File: config.mk
export PLATFORM = sky130hd
export DESIGN_NAME = cs_bist_ctrl
export DESIGN_NICKNAME = d
export VERILOG_FILES = /design/src/rtl/cs_bist_ctrl.sv
export SDC_FILE = /design/constraint.sdc
export NUM_CORES = 1
export LEC_CHECK = 0
export CAP_MARGIN = 20
export CORE_UTILIZATION = 58
export DETAILED_ROUTE_END_ITERATION = 16
export DONT_BUFFER_PORTS = 1
export GPL_TIMING_DRIVEN = 1
export HOLD_SLACK_MARGIN = 0.03
export PLACE_DENSITY = 0.81
export SYNTH_ARGS = -nofsm -noshare
export SYNTH_HDL_FRONTEND = slang
export SYNTH_SLANG_ARGS = --single-unit
File: constraint.sdc
create_clock -name clk -period 2.51 [get_ports clk]
set_input_delay 0.1255 -clock clk [delete_from_list [all_inputs] [get_ports clk]]
set_output_delay 0.1255 -clock clk [all_outputs]
set_load 0.01 [all_outputs]
File: src/rtl/cs_bist_ctrl.sv
// -----------------------------------------------------------------------------
// cs_bist_ctrl
//   Built-in self-test controller for the CS block. It streams a stored X
//   sample sequence from an input ROM into CS, compares each CS Y output
//   against a golden ROM, and reports pass/fail, the mismatch count and the
//   index of the first mismatch.
//
// Ports
//   clk, reset        system clock (posedge), synchronous active-high reset
//   start             level; launches a run when sampled in IDLE or DONE
//   in_addr/in_data   input ROM port (data valid one cycle after address)
//   gold_addr/gold_data golden ROM port (data valid one cycle after address)
//   cs_reset, cs_x    reset and registered X sample driven to CS
//   cs_y              Y output returned by CS
//   busy, done, pass  status (busy in RST/STREAM, done in DONE)
//   err_cnt           saturating mismatch count
//   first_err_idx     golden index of the first mismatch, all-ones = none
//
// Optional build macro BIST_LOG_EN adds a registered mismatch log:
//   err_valid, err_idx, err_got, err_exp
//
// Schedule: stream cycle s=0 holds sample 0 on cs_x. Golden entry k is
// compared at the edge ending stream cycle k+WIN-1+CS_LAT, so the last
// compare ends cycle N_PAT-1+CS_LAT and the run lasts 1+RST_CYC+N_PAT+CS_LAT
// cycles from the start-sampling cycle to the first DONE cycle.
// -----------------------------------------------------------------------------
module cs_bist_ctrl #(
    parameter int N_PAT   = 2000,
    parameter int AW      = 15,
    parameter int WIN     = 9,
    parameter int RST_CYC = 2,
    parameter int CS_LAT  = 0
) (
    input  logic          clk,
    input  logic          reset,
    input  logic          start,
    output logic [AW-1:0] in_addr,
    input  logic [7:0]    in_data,
    output logic [AW-1:0] gold_addr,
    input  logic [9:0]    gold_data,
    output logic          cs_reset,
    output logic [7:0]    cs_x,
    input  logic [9:0]    cs_y,
    output logic          busy,
    output logic          done,
    output logic          pass,
    output logic [AW-1:0] err_cnt,
    output logic [AW-1:0] first_err_idx
`ifdef BIST_LOG_EN
    ,
    output logic          err_valid,
    output logic [AW-1:0] err_idx,
    output logic [9:0]    err_got,
    output logic [9:0]    err_exp
`endif
);

    localparam int RCW = $clog2(RST_CYC + 1);

    localparam logic [1:0] ST_IDLE   = 2'd0;
    localparam logic [1:0] ST_RST    = 2'd1;
    localparam logic [1:0] ST_STREAM = 2'd2;
    localparam logic [1:0] ST_DONE   = 2'd3;

    localparam logic [RCW-1:0] R_LAST  = RCW'(RST_CYC - 1);
    localparam logic [AW:0]    S_LAST  = (AW+1)'(N_PAT - 1 + CS_LAT);
    localparam logic [AW:0]    S_XLAST = (AW+1)'(N_PAT - 1);
    localparam logic [AW:0]    S_CMP0  = (AW+1)'(WIN - 1 + CS_LAT);
    localparam logic [AW:0]    S_GOLD0 = (AW+1)'(WIN - 2 + CS_LAT);
    localparam logic [AW:0]    A_LAST  = (AW+1)'(N_PAT - 1);
    localparam logic [AW:0]    K_LAST  = (AW+1)'(N_PAT - WIN);

    logic [1:0]     state;
    logic [RCW-1:0] rst_cnt;
    logic [AW:0]    s_cnt;

    logic [AW:0]    s_plus2;
    logic [AW:0]    s_gold;
    logic [AW:0]    cmp_k;
    logic           cmp_en;
    logic           mismatch;

    assign cs_reset = (state == ST_RST);
    assign busy     = (state == ST_RST) || (state == ST_STREAM);
    assign done     = (state == ST_DONE);
    assign pass     = done && (err_cnt == '0);

    // ROM addresses are decoded from the cycle counters; both clamp at their
    // last entry so DONE simply holds the final values.
    always_comb begin
        in_addr   = '0;
        gold_addr = '0;
        s_plus2   = s_cnt + (AW+1)'(2);
        s_gold    = s_cnt - S_GOLD0;
        cmp_k     = s_cnt - S_CMP0;
        cmp_en    = (state == ST_STREAM) && (s_cnt >= S_CMP0);
        mismatch  = cmp_en && (cs_y != gold_data);
        case (state)
            ST_RST: begin
                in_addr = (rst_cnt == R_LAST) ? AW'(1) : '0;
            end
            ST_STREAM: begin
                in_addr = (s_plus2 >= A_LAST) ? A_LAST[AW-1:0] : s_plus2[AW-1:0];
                if (s_cnt <= S_GOLD0)
                    gold_addr = '0;
                else if (s_gold >= K_LAST)
                    gold_addr = K_LAST[AW-1:0];
                else
                    gold_addr = s_gold[AW-1:0];
            end
            ST_DONE: begin
                in_addr   = A_LAST[AW-1:0];
                gold_addr = K_LAST[AW-1:0];
            end
            default: begin
                in_addr   = '0;
                gold_addr = '0;
            end
        endcase
    end

    always_ff @(posedge clk) begin
        if (reset) begin
            state         <= ST_IDLE;
            rst_cnt       <= '0;
            s_cnt         <= '0;
            cs_x          <= '0;
            err_cnt       <= '0;
            first_err_idx <= '1;
`ifdef BIST_LOG_EN
            err_valid     <= 1'b0;
            err_idx       <= '0;
            err_got       <= '0;
            err_exp       <= '0;
`endif
        end else begin
`ifdef BIST_LOG_EN
            err_valid <= 1'b0;
            err_idx   <= '0;
            err_got   <= '0;
            err_exp   <= '0;
`endif
            case (state)
                ST_IDLE, ST_DONE: begin
                    if (start) begin
                        state         <= ST_RST;
                        rst_cnt       <= '0;
                        cs_x          <= '0;
                        err_cnt       <= '0;
                        first_err_idx <= '1;
                    end
                end
                ST_RST: begin
                    if (rst_cnt == R_LAST) begin
                        // Sample 0 was addressed in the previous cycle.
                        state <= ST_STREAM;
                        s_cnt <= '0;
                        cs_x  <= in_data;
                    end else begin
                        rst_cnt <= rst_cnt + 1'b1;
                    end
                end
                ST_STREAM: begin
                    if (s_cnt < S_XLAST)
                        cs_x <= in_data;
                    if (mismatch) begin
                        if (err_cnt != '1)
                            err_cnt <= err_cnt + 1'b1;
                        if (err_cnt == '0)
                            first_err_idx <= cmp_k[AW-1:0];
`ifdef BIST_LOG_EN
                        err_valid <= 1'b1;
                        err_idx   <= cmp_k[AW-1:0];
                        err_got   <= cs_y;
                        err_exp   <= gold_data;
`endif
                    end
                    if (s_cnt == S_LAST)
                        state <= ST_DONE;
                    else
                        s_cnt <= s_cnt + 1'b1;
                end
                default: state <= ST_IDLE;
            endcase
        end
    end

endmodule

==> results of run 1 <==
[per-stage QoR]
step	power (W)	cells	hold slack [ns]	worst slack, ns	setup TNS (ns)
after floorplan	0.00218	575	0.293	-0.0557	-0.0557
after global placement	0.00255	691	0.192	0.0154	0
after detailed placement	0.00261	691	0.195	-0.0595	-0.203
after CTS	0.00341	730	0.0514	-0.181	-1.16
after global routing	0.00367	743	0.0633	-0.385	-4.47
final	0.00350	743	0.0584	-0.309	-3.22
[area by class of cell]
class                   count  share of cell area, %
inverters                  20                   1.37
flip-flops and latches     58                   20.9
well taps                  99                   2.19
repair buffers             99                   14.7
multi-input cells         451                   57.8
clock inverters             6                  0.753
clock buffers              10                   2.26
[Yosys cell counts (2+ instances only)]
master | n | area share, %
inv_1 | 19 | 1.6
a41o_1 | 2 | 0.46
and2_1 | 5 | 0.72
nand4b_1 | 4 | 0.81
mux2i_1 | 17 | 3.9
a211oi_1 | 5 | 0.86
buf_2 | 13 | 1.5
o21bai_1 | 3 | 0.52
nor2_1 | 58 | 5.0
nand3b_1 | 3 | 0.52
or2_2 | 3 | 0.43
nand3_1 | 38 | 4.4
or3_1 | 5 | 0.72
nor4_1 | 11 | 1.6
nand2b_1 | 19 | 2.7
mux2_2 | 3 | 0.78
clkbuf_2 | 2 | 0.23
or4_1 | 3 | 0.52
nor3_1 | 11 | 1.3
a21oi_1 | 30 | 3.5
xnor2_1 | 34 | 6.8
nor2b_1 | 3 | 0.43
o311ai_0 | 2 | 0.40
buf_1 | 3 | 0.26
xor2_1 | 11 | 2.2
o211ai_1 | 3 | 0.52
and4_1 | 5 | 1.0
clkbuf_1 | 18 | 1.6
ha_1 | 17 | 4.9
buf_6 | 2 | 0.52
a21o_1 | 8 | 1.4
o21ai_0 | 20 | 2.3
a31o_2 | 3 | 0.60
nand2_1 | 49 | 4.2
buf_4 | 8 | 1.4
a31oi_1 | 3 | 0.43
nor4b_1 | 2 | 0.40
a2111oi_0 | 5 | 1.0
and3_1 | 13 | 1.9
dfxtp_1 | 58 | 27
nand4_1 | 21 | 3.0
[placed cells by master, fill, tap and decap left out, types with 4 or more instances in the layout]
cell and instances:
a21o_1 8, a21oi_1 21, a21oi_2 6, and3_1 13
and4_1 4, buf_4 77, buf_6 10, clkbuf_8 9
conb_1 8, dfxtp_1 49, dfxtp_2 5, dfxtp_4 4
dlygate4sd3_1 10, ha_1 13, inv_1 16, mux2i_1 17
nand2_1 45, nand2_2 4, nand2b_1 19, nand3_1 33
nand3_2 4, nand4_1 21, nand4b_1 4, nor2_1 58
nor3_1 9, nor4_1 7, nor4_4 5, o21ai_0 15
o21ai_1 5, or3_1 5, xnor2_1 33, xor2_1 11
[state kept, by name, summed over array words and instances, names as in the netlist]
| register | count |
|---|---|
| first_err_idx | 15 |
| err_cnt | 15 |
| cs_x | 8 |
| s_cnt | 16 |
| rst_cnt | 2 |
| state | 2 |
[worst max-delay path by stage]
| stage | start | to | slack [ns] | depth (start not counted) |
|---|---|---|---|---|
| floorplan | s_cnt[1] | in_addr[0] | -0.06 | 9 |
| global placement | s_cnt[4] | in_addr[2] | 0.02 | 7 |
| detailed placement | s_cnt[4] | in_addr[2] | -0.06 | 7 |
| CTS | s_cnt[4] | gold_addr[4] | -0.18 | 7 |
| global route | s_cnt[4] | gold_addr[3] | -0.38 | 11 |
| finish | s_cnt[4] | in_addr[5] | -0.31 | 11 |
[cells by family after synthesis]
kind of cell,synth area share (%)
buf+inv,7.16
xor+xnor,9.06
other cells,0.0862
mux,4.69
simple gates,31.1
compound gates,16.1
flops,26.7
fa+ha+maj,5.12
[metal layers]
layer  vias up  track usage [%]  wire length, um
met5         -                0                0
met4         0             15.4              715
met3        92             9.98             1470
met2       355             59.3             7140
met1      2300             42.1             5360
li1       2157                -                -
[power groups by stage]
stage / sequential [W] / clock [W] / combinational, W
global route: 0.00111 / 0.000823 / 0.00173
floorplan: 0.00110 / 0 / 0.00108
detailed placement: 0.00112 / 0 / 0.00148
CTS: 0.00110 / 0.000787 / 0.00152
finish: 0.00110 / 0.000786 / 0.00162
global placement: 0.00112 / 0 / 0.00144
[repair_timing]
action,CTS,global route
resized for setup,49,48
setup buffers,13,14
hold buffers,10,0
pin swaps,21,20
hold endpoints to repair,31,0
cloned,0,0
setup endpoints to repair,20,26
[critical path: stages, from the launching register on]
cell and delay, ns:
dfxtp_4 0.37, buf_12 0.12, buf_6 0.10, nand4_1 0.16, buf_4 0.19, nor3_1 0.26, xnor2_1 0.19, a211oi_2 0.38
and2_4 0.26, a2111oi_4 0.05, buf_4 0.14, buf_4 0.13
==> reports/metrics.csv, run 1 <==
stage;metric;value;unit
run_status;status;complete, but fails checks;
run_status;violations;negative setup slack;
placement;dpl_cell_area;0.00477;mm^2
cts;clock_latency;0.35;ns
floorplan;die_h;88.6;um
min_path;min_path_type;input port to flop;
worst_setup_path;cp.required;2.38;ns
cts;clock-sinks;58;
yosys;synth_cell_types;67;
cts;clkTransAtPathRegs;0.07;ns
placement;place_congestion;0.926;
yosys;syn_area_per_cell;7.66;um^2
routing;viasPerCell;6.60;
sta;finalCritPeriodShare;112;%
floorplan;die_area;0.00785;mm^2
sta;tightest_slew;1.08;ns
floorplan;pin_count;103;
grt;antenna_found_initial;0;
worst_setup_path;start_kind;flop;
cts;cts_root_buffer;clkbuf_8;
power_and_ir_drop;vdd_ir_drop_max;603;uV
yosys;yosysSeqAreaShare;26.7;%
grt;grt_usage;35.3;%
power_and_ir_drop;power.clock.fraction;22.4;%
power_and_ir_drop;p_per_area;620;mW/mm^2
sta;timing.final.max_slew_violations;0;
yosys;ys.flop_type;dfxtp_1;
finish;post-route-util;77.9;%
worst_setup_path;critical_path.max_fanout;5;
worst_setup_path;rrSetupSlack;0.14;ns
placement;io_buffers;0;
finish;syn2layout_area_growth;29.9;%
routing;drtPass1Iterations;6;
min_path;whs_path_depth;2;
routing;drtIter0Drc;520;
placement;dp_hpwl;9.02;mm
min_path;hp-start;reset;
power_and_ir_drop;p_comb_share;46.1;%
routing;wl_per_cell;19.8;um
min_path;whs_endpoint;err_cnt[13];
routing;routed_wl;14.7;mm
power_and_ir_drop;p_sw;0.00151;W
finish;drive_above_1_share;28.1;%
worst_setup_path;rr_worst_depth;6;
power_and_ir_drop;p_leak;2.22;nW
finish;fill_cells;462;
yosys;netlist_instances;568;
sta;fmax;355;MHz
grt;grt_max_degree;32;
floorplan;start_util;60.0;%
power_and_ir_drop;internal_power;0.00200;W
finish;fin_nets;687;
cts;cts_buffers;9;
routing;num_vias;4904;
power_and_ir_drop;seqPwrFrac;31.5;%
finish;seq_area;0.00118;mm^2
power_and_ir_drop;switching_share;43.0;%
worst_setup_path;path_class;flop to output port;
floorplan;die_w;88.6;um
finish;fin_area;0.00565;mm^2
yosys;synth-async-reset-ratio;0;%
routing;antenna_left;0;
sta;finalSetupViolCount;22;
grt;gr-total-overflow;0;
yosys;ys_warn_count;0;
cts;cts_buffer_depth;2;
routing;route.detailed.drc;0;
sta;clock_skew;0.0136;ns
sta;hold_viol_final;0;
cts;cts.htree.levels;3;
worst_setup_path;r2r-start;s_cnt[10];
cts;cts_tree;built;
yosys;synth_edf_count;0;
grt;grt_pass1_vias;4256;
finish;multi_input_area;0.00326;mm^2
yosys;syn_area;0.00435;mm^2
worst_setup_path;cp-end-kind;output port;
floorplan;core_area;0.00725;mm^2
sta;postLayoutSetupSlackWorst;-0.309;ns
grt;grt_pass1_wl;21.2;mm
sta;slew_headroom;27.8;%
worst_setup_path;crit_arrival;2.69;ns
finish;antenna_cells;0;
sta;rsz0062_at_grt;true;
floorplan;rows;31;
job;maxCapViolCount;0;
worst_setup_path;worstReg2RegEnd;err_cnt[8];
yosys;ys_ff_latch;58;
sta;min_period;2.82;ns
Power figures use the tool's default switching activity.
==> inputs of run 2 (changes only) <==
Settings changed: REMOVE_ABC_BUFFERS from default to 1.
==> run 2 against run 1 <==
The flow still finishes with violations (negative setup slack); sequential power barely moved; combinational power barely moved; power rose by 2.6%; flip-flop and latch count did not move; setup slack improved by 0.092 ns; clock-buffer cell count rose by 1; final area rose by 2.5%; highest routed layer unchanged.
==> reports/metrics.csv, run 2 (synthesis results as in run 1) <==
stage;metric;value;unit
worst_setup_path;cp-end-kind;output port;
routing;drtPass1Iterations;5;
worst_setup_path;cp.required;2.38;ns
floorplan;rows;31;
floorplan;pin_count;103;
worst_setup_path;path_class;flop to output port;
placement;dp_hpwl;9.83;mm
grt;grt_usage;37.7;%
sta;min_period;2.73;ns
cts;clock-sinks;58;
cts;clock_latency;0.35;ns
finish;syn2layout_area_growth;33.1;%
finish;fin_area;0.00579;mm^2
routing;top_layer_used;met4;
power_and_ir_drop;total_power;0.00360;W
finish;fin_cells;766;
floorplan;die_h;88.6;um
sta;slew_headroom;55.3;%
placement;io_buffers;0;
floorplan;die_area;0.00785;mm^2
routing;wl_per_cell;19.2;um
routing;num_vias;4871;
finish;post-route-util;79.8;%
grt;antenna_found_initial;0;
routing;viasPerCell;6.36;
routing;drtIter0Drc;443;
routing;routed_wl;14.7;mm
worst_setup_path;cp_num_buf_inv;2;
cts;clkTransAtPathRegs;0.07;ns
worst_setup_path;start_kind;flop;
worst_setup_path;critPathLaunch;s_cnt[0];
routing;antenna_left;0;
min_path;min_path_type;input port to flop;
sta;clock_skew;0.00586;ns
finish;top_register;s_cnt;
finish;reg_top3;s_cnt (16), err_cnt (15), first_err_idx (15);
sta;rsz0062_at_grt;true;
grt;grt_pass1_vias;4535;
run_status;violations;negative setup slack;
run_status;status;complete, but fails checks;
routing;wl_met2;6.83;mm
placement;place_congestion;1.02;
sta;tightest_slew;0.669;ns
routing;met1_length;5.62;mm
cts;cts.htree.levels;3;
grt;grt_pass1_wl;22.4;mm
finish;largest_register_ffs;16;
placement;dp_slack;-0.173;ns
grt;gr-total-overflow;0;
worst_setup_path;cpLargestDelayFamily;simple AND/OR/NAND/NOR gates;
cts;cts_tree;built;
worst_setup_path;cp_cell_sequence;inv_1, ha_2, maj3_2, nor4_2, o311ai_2, o2111ai_4, nand2_2, nor4b_2, buf_4;
sta;fmax;367;MHz
finish;drive_above_1_share;30.0;%
sta;postLayoutSetupSlackWorst;-0.217;ns
power_and_ir_drop;vdd_ir_drop_max;546;uV
power_and_ir_drop;p_per_area;621;mW/mm^2
job;maxCapViolCount;0;
cts;cts_root_buffer;clkbuf_8;
floorplan;die_w;88.6;um
sta;timing.final.max_slew_violations;0;
min_path;hp-start;reset;
routing;route.detailed.drc;0;
sta;hold_viol_final;0;
finish;layout_common_cells;buf_4 (99), nor2_1 (57), dfxtp_1 (48);
worst_setup_path;cpPeakStageDelay;0.38;ns
finish;antenna_cells;0;
worst_setup_path;critical_path.max_fanout;4;
finish;fin_nets;710;
sta;finalCritPeriodShare;109;%
cts;cts_buffers;9;
worst_setup_path;r2r-start;s_cnt[4];
power_and_ir_drop;p_leak;2.32;nW
finish;layout_commonest_cell;buf_4;
floorplan;core_area;0.00725;mm^2
grt;grt_max_degree;32;
routing;wl_met3;1.37;mm
worst_setup_path;crit_arrival;2.60;ns
worst_setup_path;crit_slowest_cell;dfxtp_4;
placement;dpl_cell_area;0.00491;mm^2
cts;cts_buffer_depth;2;
floorplan;start_util;60.0;%
placement;place_inst;712;
sta;finalSetupViolCount;15;
-- run 2: cell types whose count changed in the layout (fill, tap and decap cells not counted), sizes merged --
| cell | change |
|---|---|
| dlygate4sd3 | -1 |
| bufinv | +1 |
| clkbuf | +1 |
| clkinv | +1 |
| inv | -3 |
| buf | +24 |
-- run 2: layout make-up --
type | count | area, um^2
inverter | 20 | 82.6
multi-input combinational | 451 | 3180
clock buffer | 11 | 141
clock inverter | 5 | 53.8
tap | 99 | 124
timing repair buffer | 122 | 1020
sequential | 58 | 1190
fill | 497 | 1470
-- run 2: per-layer routing --
metal / vias up / global-route usage, %
met5: - / 0
met4: 0 / 24.6
met3: 96 / 8.21
met2: 334 / 61.1
met1: 2240 / 45.0
li1: 2201 / -
-- run 2: stage by stage --
step / TNS (ns) / hold slack [ns]
final: -1.85 / 0.0429
after global routing: -2.92 / 0.0556
after global placement: 0 / 0.201
after detailed placement: -0.191 / 0.204
after floorplan: -8.17 / 0.195
after CTS: -0.981 / 0.0420
-- run 2: timing repair --
item	CTS	global route
endpoints found under the setup margin	22	20
pin swaps	30	14
gates resized for setup	74	16
setup buffers	26	5
hold buffers	9	0
hold endpoints to repair	31	0
-- run 2: worst paths after layout --
path / end / slack [ns] / depth (start not counted)
worst max-delay path: gold_addr[3] / -0.22 / 9
worst min-delay path: err_cnt[11] / 0.04 / 3
worst max register to register: first_err_idx[12] / 0.05 / 15
worst min register to register: cs_x[3] / 0.50 / 2
-- run 2: tightest hold or removal path, cell delays in order --
cell      delay (ns)
a21oi_1         0.07
nand2b_1        0.08
mux2i_1         0.06
-- run 2: where the power goes --
part	switching [W]	total (W)	leakage [nW]	internal (W)
sequential	0.0000962	0.00109	0.476	0.000999
combinational	0.000979	0.00162	1.74	0.000636
clock	0.000404	0.000886	0.103	0.000482
total	0.00148	0.00360	2.32	0.00212
==> inputs of run 3 (changes only) <==
Settings changed: CAP_MARGIN 20 to default, RECOVER_POWER from default to 100.
==> run 3 against run 2 <==
The flow still finishes with violations (negative setup slack); die area is the same; setup slack lost 0.034 ns; hold slack better by 0.0019 ns; cell count is 0.13% lower; global-route usage stayed put; register-to-register slack worse by 0.02 ns; sequential power hardly changed; flip-flop and latch count unchanged; clock-buffer cell count unchanged; wire length is essentially flat; critical endpoint is now in_addr[0].
==> reports/metrics.csv, run 3 (synthesis results as in run 1) <==
stage;metric;value;unit
run_status;status;complete, but fails checks;
run_status;violations;negative setup slack;
cts;cts_buffers;9;
placement;place_congestion;1.02;
worst_setup_path;cp-end-kind;output port;
floorplan;die_area;0.00785;mm^2
finish;antenna_cells;0;
finish;layout_commonest_cell;buf_4;
power_and_ir_drop;switching_share;42.1;%
worst_setup_path;rr_worst_depth;10;
placement;dp_hpwl;9.83;mm
worst_setup_path;worstReg2RegEnd;s_cnt[5];
worst_setup_path;path_class;flop to output port;
finish;layout_common_cells;buf_4 (88), nor2_1 (57), dfxtp_1 (48);
finish;drive_above_1_share;28.8;%
power_and_ir_drop;power.clock.fraction;25.4;%
routing;routed_wl;14.7;mm
cts;clock_latency;0.35;ns
finish;syn2layout_area_growth;31.4;%
sta;clock_skew;0.00609;ns
cts;cts_root_buffer;clkbuf_8;
power_and_ir_drop;p_comb_share;43.2;%
power_and_ir_drop;vdd_ir_drop_max;547;uV
placement;io_buffers;0;
floorplan;pin_count;103;
finish;fin_nets;709;
cts;cts.htree.levels;3;
sta;postLayoutSetupSlackWorst;-0.251;ns
power_and_ir_drop;p_sw;0.00147;W
floorplan;core_area;0.00725;mm^2
worst_setup_path;cp_num_cells;9;
power_and_ir_drop;p_leak;2.28;nW
finish;post-route-util;78.8;%
worst_setup_path;critical_path.max_fanout;4;
min_path;min_path_type;input port to flop;
grt;antenna_found_initial;0;
worst_setup_path;r2r-start;s_cnt[3];
worst_setup_path;crit_arrival;2.64;ns
grt;grt_usage;37.7;%
routing;antenna_left;0;
sta;finalCritPeriodShare;110;%
grt;grt_pass1_vias;4535;
finish;fin_cells;765;
placement;dp_slack;-0.173;ns
sta;min_period;2.76;ns
worst_setup_path;start_kind;flop;
worst_setup_path;cpPeakStageDelay;0.41;ns
sta;finalSetupViolCount;19;
worst_setup_path;cp-endpoint;in_addr[0];
power_and_ir_drop;p_per_area;612;mW/mm^2
floorplan;rows;31;
power_and_ir_drop;internal_power;0.00202;W
routing;viasPerCell;6.35;
cts;clkTransAtPathRegs;0.07;ns
routing;route.detailed.drc;0;
cts;clock-sinks;58;
grt;gr-total-overflow;0;
worst_setup_path;cp.required;2.38;ns
routing;drtIter0Drc;443;
worst_setup_path;rrSetupSlack;0.03;ns
sta;hold_viol_final;0;
sta;fmax;362;MHz
worst_setup_path;cp_num_buf_inv;3;
worst_setup_path;cp_cell_sequence;buf_12, clkbuf_2, and4_1, nand4_1, o221ai_1, and4_4, a21boi_4, a311oi_2, buf_4;
sta;rsz0062_at_grt;true;
floorplan;start_util;60.0;%
worst_setup_path;critPathLaunch;s_cnt[3];
routing;drtPass1Iterations;5;
finish;reg_top3;s_cnt (16), err_cnt (15), first_err_idx (15);
floorplan;die_w;88.6;um
finish;largest_register_ffs;16;
sta;tightest_slew;1.15;ns
sta;timing.final.max_slew_violations;0;
job;maxCapViolCount;0;
finish;top_register;s_cnt;
routing;num_vias;4854;
finish;fill_cells;517;
cts;cts_tree;built;
cts;cts_buffer_depth;2;
worst_setup_path;crit_slowest_cell;dfxtp_2;
routing;wl_per_cell;19.3;um
power_and_ir_drop;seqPwrFrac;31.4;%
grt;grt_pass1_wl;22.4;mm
grt;grt_max_degree;32;
sta;slew_headroom;23.3;%
worst_setup_path;cpLargestDelayFamily;simple AND/OR/NAND/NOR gates;
floorplan;die_h;88.6;um
placement;place_inst;712;
run 3: layout make-up:
cell class              instances  area (um^2)  area share (%)
clock buffers                  11          141            2.47
clock inverters                 5         53.8           0.942
inverters                      20         82.6            1.45
multi-input cells             451         3170            55.5
flip-flops and latches         58         1180            20.7
well taps                      99          124            2.17
repair buffers                121          960            16.8
run 3: worst min path at each step:
stage / to / depth (start not counted) / startpoint
after floorplan: cs_x[0] / 1 / reset
after global placement: cs_x[1] / 1 / reset
after detailed placement: s_cnt[2] / 1 / reset
after CTS: err_cnt[11] / 3 / reset
after global routing: err_cnt[8] / 3 / reset
final: err_cnt[11] / 3 / reset
run 3: routing by layer:
layer	wire, um	track usage [%]	share of wire, %	vias to the layer above
met5	0	0	0	-
met4	753	24.6	5.1	0
met3	1330	8.21	9.0	69
met2	6970	61.1	47	329
met1	5680	45.0	39	2254
li1	-	-	-	2202
run 3: through the flow:
stage	power, W	instance area [um^2]	TNS [ns]	hold WS [ns]
final	0.00350	5710	-2.55	0.0447
after floorplan	0.00210	4140	-8.17	0.195
after global placement	0.00259	4910	0	0.201
after global routing	0.00367	5710	-3.74	0.0556
after CTS	0.00356	5680	-0.981	0.0420
after detailed placement	0.00266	4910	-0.191	0.204
run 3: power groups by stage:
stage	registers [W]	clock network, W	logic (W)
2_1_floorplan	0.00110	0	0.000994
3_3_place_gp	0.00111	0	0.00148
3_5_place_dp	0.00112	0	0.00154
4_1_cts	0.00110	0.000888	0.00158
5_1_grt	0.00111	0.000920	0.00164
6_report	0.00110	0.000888	0.00151
run 3: timing repair:
item / CTS / global route
setup endpoints to repair: 22 / 20
resized for setup: 74 / 16
cloned: 0 / 0
pin swaps: 30 / 14
buffers inserted: 26 / 5
hold endpoints to repair: 31 / 0
hold buffers: 9 / 0
run 3: worst register-to-register path: stages, from the launching register on:
cell      delay (ns)
dfxtp_2         0.36
buf_12          0.14
clkbuf_2        0.13
clkbuf_2        0.19
and3_1          0.21
and3_1          0.22
a41oi_1         0.22
clkbuf_2        0.42
nand4_1         0.21
xnor2_1         0.20
nor2_1          0.05
